`src/rtl/als_avg_filter.sv`:
```
// Moving-average smoother for ALS samples: an N-entry ring buffer plus a running sum.
// Define ALS_FILT_DEADBAND_EN to suppress output strobes for changes of DEADBAND or less.
module als_avg_filter #(
  parameter int WIDTH      = 8,
  parameter int DEPTH_LOG2 = 2,
  parameter int DEADBAND   = 2
) (
  input  logic             clk_i,
  input  logic             rst_i,
  input  logic             flush_i,
  input  logic             valid_i,
  input  logic [WIDTH-1:0] value_i,
  output logic             valid_o,
  output logic [WIDTH-1:0] value_o,
  output logic             seeded_o
);

  localparam int N    = 1 << DEPTH_LOG2;
  localparam int ACCW = WIDTH + DEPTH_LOG2;

  if (DEPTH_LOG2 < 1 || DEPTH_LOG2 > 4 || DEADBAND < 0) begin : g_param_check
    $error("als_avg_filter: DEPTH_LOG2 must be 1..4 and DEADBAND non-negative");
  end

  // Strobe semantics: valid_i marks value_i for exactly one cycle and there is no
  // back-pressure. valid_o pulses for one cycle one clock later, and value_o holds
  // its value until the next pulse.

  typedef enum logic {EMPTY = 1'b0, RUN = 1'b1} state_t;

  // Reset asserts at once but releases only on the second clk_i edge.
  logic [1:0] rst_sync_q;
  logic       rst_n;

  always_ff @(posedge clk_i or negedge rst_i) begin
    if (!rst_i) rst_sync_q <= 2'b00;
    else        rst_sync_q <= {rst_sync_q[0], 1'b1};
  end

  assign rst_n = rst_sync_q[1];

  state_t                state_q, state_d;
  logic [WIDTH-1:0]      ring_q [N];
  logic [WIDTH-1:0]      ring_d [N];
  logic [ACCW-1:0]       acc_q, acc_d;
  logic [DEPTH_LOG2-1:0] ptr_q, ptr_d;
  logic [WIDTH-1:0]      value_q, value_d;
  logic                  valid_q, valid_d;

  logic [ACCW-1:0]       acc_sum;
  logic [WIDTH-1:0]      avg_next;
  logic                  seed;
  logic                  strobe_run;

  // The oldest entry is always part of acc_q, so this cannot underflow.
  assign acc_sum  = acc_q + ACCW'(value_i) - ACCW'(ring_q[ptr_q]);
  assign avg_next = acc_sum[ACCW-1:DEPTH_LOG2];
  assign seed     = valid_i && (flush_i || (state_q == EMPTY));

`ifdef ALS_FILT_DEADBAND_EN
  logic [WIDTH-1:0]        last_q, last_d;
  logic signed [WIDTH:0]   diff;
  logic signed [WIDTH:0]   mag;

  assign diff       = $signed({1'b0, avg_next}) - $signed({1'b0, last_q});
  assign mag        = diff[WIDTH] ? -diff : diff;
  assign strobe_run = mag > $signed((WIDTH+1)'(DEADBAND));
`else
  assign strobe_run = 1'b1;
`endif

  always_comb begin
    state_d = state_q;
    ring_d  = ring_q;
    acc_d   = acc_q;
    ptr_d   = ptr_q;
    value_d = value_q;
    valid_d = 1'b0;
`ifdef ALS_FILT_DEADBAND_EN
    last_d  = last_q;
`endif
    if (seed) begin
      // A seed fills the whole window so the first average equals the sample.
      for (int i = 0; i < N; i++) ring_d[i] = value_i;
      acc_d   = ACCW'(value_i) << DEPTH_LOG2;
      ptr_d   = '0;
      value_d = value_i;
      valid_d = 1'b1;
      state_d = RUN;
`ifdef ALS_FILT_DEADBAND_EN
      last_d  = value_i;
`endif
    end else if (flush_i) begin
      state_d = EMPTY;
    end else if (valid_i) begin
      ring_d[ptr_q] = value_i;
      acc_d         = acc_sum;
      ptr_d         = ptr_q + DEPTH_LOG2'(1);
      if (strobe_run) begin
        value_d = avg_next;
        valid_d = 1'b1;
`ifdef ALS_FILT_DEADBAND_EN
        last_d  = avg_next;
`endif
      end
    end
  end

  always_ff @(posedge clk_i or negedge rst_n) begin
    if (!rst_n) begin
      state_q <= EMPTY;
      for (int i = 0; i < N; i++) ring_q[i] <= '0;
      acc_q   <= '0;
      ptr_q   <= '0;
      value_q <= '0;
      valid_q <= 1'b0;
`ifdef ALS_FILT_DEADBAND_EN
      last_q  <= '0;
`endif
    end else begin
      state_q <= state_d;
      ring_q  <= ring_d;
      acc_q   <= acc_d;
      ptr_q   <= ptr_d;
      value_q <= value_d;
      valid_q <= valid_d;
`ifdef ALS_FILT_DEADBAND_EN
      last_q  <= last_d;
`endif
    end
  end

  assign valid_o  = valid_q;
  assign value_o  = value_q;
  assign seeded_o = (state_q == RUN);

endmodule
```
`config.mk`:
```
export PLATFORM = sky130hd
export DESIGN_NAME = als_avg_filter
export DESIGN_NICKNAME = d
export VERILOG_FILES = /design/src/rtl/als_avg_filter.sv
export SDC_FILE = /design/constraint.sdc
export NUM_CORES = 1
export LEC_CHECK = 0
export ABC_AREA = 1
export CORE_AREA = 2 2 80 97
export DETAILED_ROUTE_END_ITERATION = 7
export DIE_AREA = 0 0 82 99
export GPL_ROUTABILITY_DRIVEN = 0
export GPL_TIMING_DRIVEN = 1
export PLACE_DENSITY = 0.62
export SLEW_MARGIN = 10
export SYNTH_ARGS = -nofsm -noshare
export SYNTH_HDL_FRONTEND = slang
export SYNTH_SLANG_ARGS = --single-unit
```
`constraint.sdc`:
```
create_clock -name clk_i -period 4.2 [get_ports clk_i]
set_clock_uncertainty 0.2 [all_clocks]
set_input_delay 1.05 -clock clk_i [delete_from_list [all_inputs] [get_ports clk_i]]
set_output_delay 1.05 -clock clk_i [all_outputs]
set_load 0.01 [all_outputs]
```
==> metrics.txt, run 1 <==
post-route clock period utilization=0.8127; top cells by count, synth=83 x nand2_1, 58 x o21ai_0, 51 x inv_1, 48 x dfrtp_1, 23 x nor2_1; Pre-antenna DRT Iters=4; CTS buffer count=5; htree depth=2; Post-Syn Nets=377; YS warnings=0; slew margin rel.=0.3106; Post-CTS Resized=0; Post-Syn Instances=343; Max-cap violations=0; power per cell area=568.8 nW/µm²; RSZ-0062 raised after global routing=false; simple-gate share of the synthesized area=0.1716; maximum VDD drop=0.0002346 V; number of flops mapped to enable cells by yosys=0; register area share after synthesis=0.4324; setup TNS=0 ns; area of the core=7147 µm²; final instance area=3146 µm²; status=complete, no violations; most frequent cell after synthesis=nand2_1; register clock-pin slew on the reported worst setup and hold paths=0.09 ns; DR DRC count=0; final hold viol count=0; DIE AREA=8118 µm²; Routed WL per cell=13.89 µm; Top FF cell, synth=dfrtp_1; largest area contributor in the netlist=dfrtp_1; CTS tree=done; post-route ant nets=0; clk_lat worst skew=0.30 ns; PortBufs=21; WL final=6290 µm; ratio of cells with drive above 1 in the final layout=0.04959; global route overflow=0; mapped cell area=2778 µm²; Area growth syn-to-layout=13.24%; post-synthesis area per instance=8.098 µm²; detailed router's first-iteration violation count=121; max-slew violations=0; largest net degree at the start of global routing=47; IO Count=22; Post-DP Area=3052 µm²; Fmax achieved=0.2930 GHz; DPL Wire Length=4449 µm; Seq cells post-synth=48; leakage power=1.546 nW; vias post-DR=2232; Final Setup Violations=0; clock tree buffer depth=2; post-synthesis mux area share=0; Worst EP required=4.20 ns; Synth top area share=0.4324; top post-synthesis cells by area=dfrtp_1 43%, nand2_1 11%, o21ai_0 10%; Netlist cell types=27; Initial Utilization=0.3887; Worst Tran Pin Value=1.034 ns; largest family of logic cells by synthesized area=simple AND/OR/NAND/NOR gates; post-synthesis adder-cell area fraction=0.1207; total track usage=0.1676; number of setup buffers added after CTS=0; initial antenna violation count=0; Die Width=82 µm; Hold Path Class=reg -> reg; cts hold-fix bufs=0; # diodes=0; CTS Root Cell=clkbuf_8; CP Capture Type=flop; Synth Area in Compound Gates=0.1590; Setup CP Type=in -> reg; clock sink total=48; largest fanout on the critical path=5; XOR/XNOR share of the synthesized area=0.006306; via density per instance=4.927; Worst Path Arrival=3.41 ns; Nets=396; ys async rst share=1.000; Worst setup SP type=input port; vias in the first global route=2169; first-pass GRT wire length=10340 µm; Die Y=99 µm; crit path time final=3.413 ns; FP Rows=34
==> layout by cell type (no fill, tap or decap), drive strengths merged, types with 6 or more instances in the layout <==
cell type	instances
inv	51
clkbuf	7
o22ai	8
ha	14
nor2	24
buf	7
fa	8
dfrtp	48
a21oi	6
nand2	83
clkdlybuf4s50	21
o21ai	62
nand3	8
==> cell type report <==
class | count | area [µm²]
fill | 714 | 4001
multi-input combinational | 226 | 1275
sequential | 48 | 1202
timing repair buffer | 28 | 262.8
inverter | 53 | 198.9
tap | 90 | 112.6
clock buffer | 7 | 86.33
clock inverter | 1 | 7.507
==> flip-flops by register name (all words and copies together), names as in the netlist <==
register    flops
ptr_q           2
valid_o         1
rst_sync_q      2
acc_q          10
ring_q         32
seeded_o        1
==> metal layers <==
layer / track usage / vias up / share of wire
met1: 0.2169 / 1058 / 0.46
met3: 0.02473 / 6 / 0.038
met2: 0.2914 / 47 / 0.49
met4: 0.03846 / 0 / 0.0097
li1: - / 1121 / -
met5: 0 / - / 0
==> where the power goes <==
part	leakage (nW)	total, mW	internal (mW)	switching (mW)
Clock	0.0445	0.295	0.134	0.161
Sequential	0.588	0.599	0.545	0.0539
Combinational	0.913	0.895	0.370	0.525
==> through the flow <==
stage	util	power [mW]	cells	setup slack, ns	hold slack (ns)
finish	0.4401	1.789	453	0.7865	0.1555
global route	0.4401	1.975	453	0.6607	0.1646
CTS	0.4401	1.805	453	0.7745	0.1579
detailed placement	0.4270	1.507	445	0.4574	0.1365
global placement	0.4270	1.497	445	0.4916	0.1318
floorplan	-	1.308	343	1.093	0.1312
==> critical path, cell delays in order <==
cell and delay (ns):
clkdlybuf4s50_1 0.48, inv_1 0.10, fa_1 0.54, inv_1 0.06, fa_1 0.46, nand3_1 0.11
nand2_1 0.10, nand2_1 0.07, nand2_1 0.05, or2_2 0.27, nand3_1 0.07, nand2_1 0.05
==> worst paths after layout <==
path	from	endpoint	slack [ns]	cells past startpoint
worst max-delay path	value_i[1]	acc_q[6]$_DFFE_PN0P_	0.79	12
worst min-delay path	rst_sync_q[0]$_DFF_PN0_	rst_sync_q[1]$_DFF_PN0_	0.16	0
worst max register to register	ptr_q[0]$_DFFE_PN0P_	acc_q[6]$_DFFE_PN0P_	1.20	15
worst min register to register	rst_sync_q[0]$_DFF_PN0_	rst_sync_q[1]$_DFF_PN0_	0.16	0
max in group asynchronous	rst_sync_q[1]$_DFF_PN0_	acc_q[7]$_DFFE_PN0P_	2.90	0
min in group asynchronous	rst_sync_q[1]$_DFF_PN0_	ring_q[4]$_DFFE_PN0P_	0.26	0
==> logic make-up (layout without fill, tap and decap cells) <==
family	Yosys count	in the layout
AO/OA/AOI/OAI	82	82
AND/OR/NAND/NOR	119	119
other	1	1
flip-flops	48	48
XOR/XNOR	2	2
buffers and inverters	69	89
adder cells (fa/ha/maj)	22	22
Power figures use the tool's default switching activity.
==> run 2: changes to the inputs <==
--- a/config.mk
+++ b/config.mk
@@ -11,7 +11,7 @@
 export DIE_AREA = 0 0 82 99
 export GPL_ROUTABILITY_DRIVEN = 0
 export GPL_TIMING_DRIVEN = 1
-export PLACE_DENSITY = 0.62
+export PLACE_DENSITY = 0.64
 export SLEW_MARGIN = 10
 export SYNTH_ARGS = -nofsm -noshare
 export SYNTH_HDL_FRONTEND = slang
==> constraint.sdc (replaced) <==
create_clock -name clk_i -period 2.7 [get_ports clk_i]
set_clock_uncertainty 0.2 [all_clocks]
set_input_delay 0.675 -clock clk_i [delete_from_list [all_inputs] [get_ports clk_i]]
set_output_delay 0.675 -clock clk_i [all_outputs]
set_load 0.01 [all_outputs]
==> metrics.txt, run 2 (synthesis gave the netlist of run 1 again) <==
Largest regs=ring_q x32, acc_q x10; Routed WL per cell=14.49 µm; IO Count=22; post-route clock period utilization=1.020; power per cell area=1003 nW/µm²; first-pass GRT wire length=11670 µm; global route overflow=0; leakage power=1.793 nW; htree depth=2; clock sink total=48; initial antenna violation count=0; post-route ant nets=0; Worst Tran Pin Value=1.026 ns; DIE AREA=8118 µm²; most frequent cells in the layout=72 x nand2_1, 46 x dfrtp_1, 45 x o21ai_0; Pre-antenna DRT Iters=4; number of flip-flops in the largest register=32; Area growth syn-to-layout=36.49%; status=finished with violations; clk_lat worst skew=0.31 ns; Biggest register=ring_q; Max-cap violations=0; # diodes=0; worst r2r src=ptr_q[0]$_DFFE_PN0P_; register clock-pin slew on the reported worst setup and hold paths=0.10 ns; commonest non-fill, non-tap cell in the layout=nand2_1; cell total after placement=476; failing checks=negative hold slack, negative setup slack; Max stage delay on crit path=0.56 ns; maximum VDD drop=0.0005147 V; CP Capture Type=flop; FP Rows=34; Initial Utilization=0.3887; Die Y=99 µm; largest fanout on the critical path=4; final hold viol count=10; area of the core=7147 µm²; Nets=441; CP top delay family=adder cells; CTS tree=done; FF/Latch Area=1204 µm²; CP max-delay cell=fa_1; area of the multi-input gates=1568 µm²; max-slew violations=0; RSZ-0062 raised after global routing=true; ratio of cells with drive above 1 in the final layout=0.3219; Fmax achieved=0.3631 GHz; fillers=647; crit path time final=2.754 ns; Worst Path Arrival=2.77 ns; via density per instance=4.988; WL final=7203 µm; Setup CP Type=reg -> reg; largest net degree at the start of global routing=19; clock tree buffer depth=2; Min Hold Slack=-0.01283 ns; vias in the first global route=2502; fin worst setup slack=-0.05428 ns; DR DRC count=0; CTS Root Cell=clkbuf_8; worst-path cell chain=buf_6 -> buf_6 -> nor2_2 -> o22ai_2 -> fa_1 -> inv_2 -> ha_4 -> a21oi_2 -> nand2_2 -> nand2_2 -> nand2_2 -> or2_4 -> nand3_2 -> nand2_1; Final Setup Violations=4; Worst Path Buf+Inv=3; Worst setup SP type=flop; CTS buffer count=5; crit path from=ptr_q[0]$_DFFE_PN0P_; slew margin rel.=0.3111; total track usage=0.1891; detailed router's first-iteration violation count=92; Tot Pwr=3.803 mW; CP dominant cell by count=nand2_2; DPL Wire Length=4811 µm; Worst EP required=2.71 ns; PortBufs=21; Hold Path Class=reg -> async; vias post-DR=2479; Die Width=82 µm; Final Non-Filler Cells=497
[run 2: report_power, final]
part,switching (mW),internal [mW]
sequential,0.0855,0.849
combinational,1.24,1.21
clock,0.250,0.176
[run 2: final cells by class]
class	count	area share
Timing Repair Buffer	70	0.1587
Inverter	53	0.05413
Multi-Input combinational cell	226	0.4135
Tap cell	90	0.02970
Clock buffer	5	0.01815
Sequential cell	48	0.3175
Timing Repair inverter	3	0.004950
Clock inverter	2	0.003300
[run 2: worst register-to-register path: stages, from the launching register on]
cell,delay (ns)
dfrtp_2,0.44
buf_6,0.14
buf_6,0.13
nor2_2,0.12
o22ai_2,0.10
fa_1,0.56
inv_2,0.05
ha_4,0.23
a21oi_2,0.15
nand2_2,0.09
nand2_2,0.07
nand2_2,0.05
or2_4,0.22
nand3_2,0.05
nand2_1,0.05
[run 2: layer usage]
layer,track usage,up-vias,wire length (µm)
met2,0.3421,44,3850
li1,-,1215,-
met5,0,-,0
met1,0.2238,1210,3020
met3,0.02930,10,194
met4,0.06026,0,138
[run 2: timing repair]
action	CTS	global route
pin swaps	17	17
hold buffers	0	0
setup buffers	9	2
cloned	3	0
endpoints found under the hold margin	0	0
resized for setup	55	35
setup endpoints to repair	7	8
[run 2: through the flow]
stage	TNS, ns	utilization	worst slack, ns	hold WS [ns]	area (µm²)
after floorplan	0	-	0.003914	0.1312	2810
after global placement	-3.306	0.4627	-0.4931	0.009759	3307
after detailed placement	-3.608	0.4627	-0.5501	0.005137	3307
after CTS	-0.02998	0.5138	-0.02998	0.002353	3672
after global routing	-0.8165	0.5305	-0.1734	0.02809	3791
final	-0.1565	0.5305	-0.05428	-0.01283	3791
[run 2: final timing paths]
check                      cells past startpoint                       to  slack, ns
max                                           14     acc_q[6]$_DFFE_PN0P_      -0.05
min                                            0     acc_q[5]$_DFFE_PN0P_      -0.01
max reg2reg                                   14     acc_q[6]$_DFFE_PN0P_      -0.05
min reg2reg                                    0     acc_q[5]$_DFFE_PN0P_      -0.01
max in group asynchronous                      1    ring_q[7]$_DFFE_PN0P_       1.72
min in group clk_i                             0  rst_sync_q[1]$_DFF_PN0_       0.16
==> run 3: changes to the inputs <==
--- a/config.mk
+++ b/config.mk
@@ -16,3 +16,4 @@
 export SYNTH_ARGS = -nofsm -noshare
 export SYNTH_HDL_FRONTEND = slang
 export SYNTH_SLANG_ARGS = --single-unit
+export TNS_END_PERCENT = 100
==> results of run 3 <==
No change in the layout: final DEF, timing and power equal those of run 2.
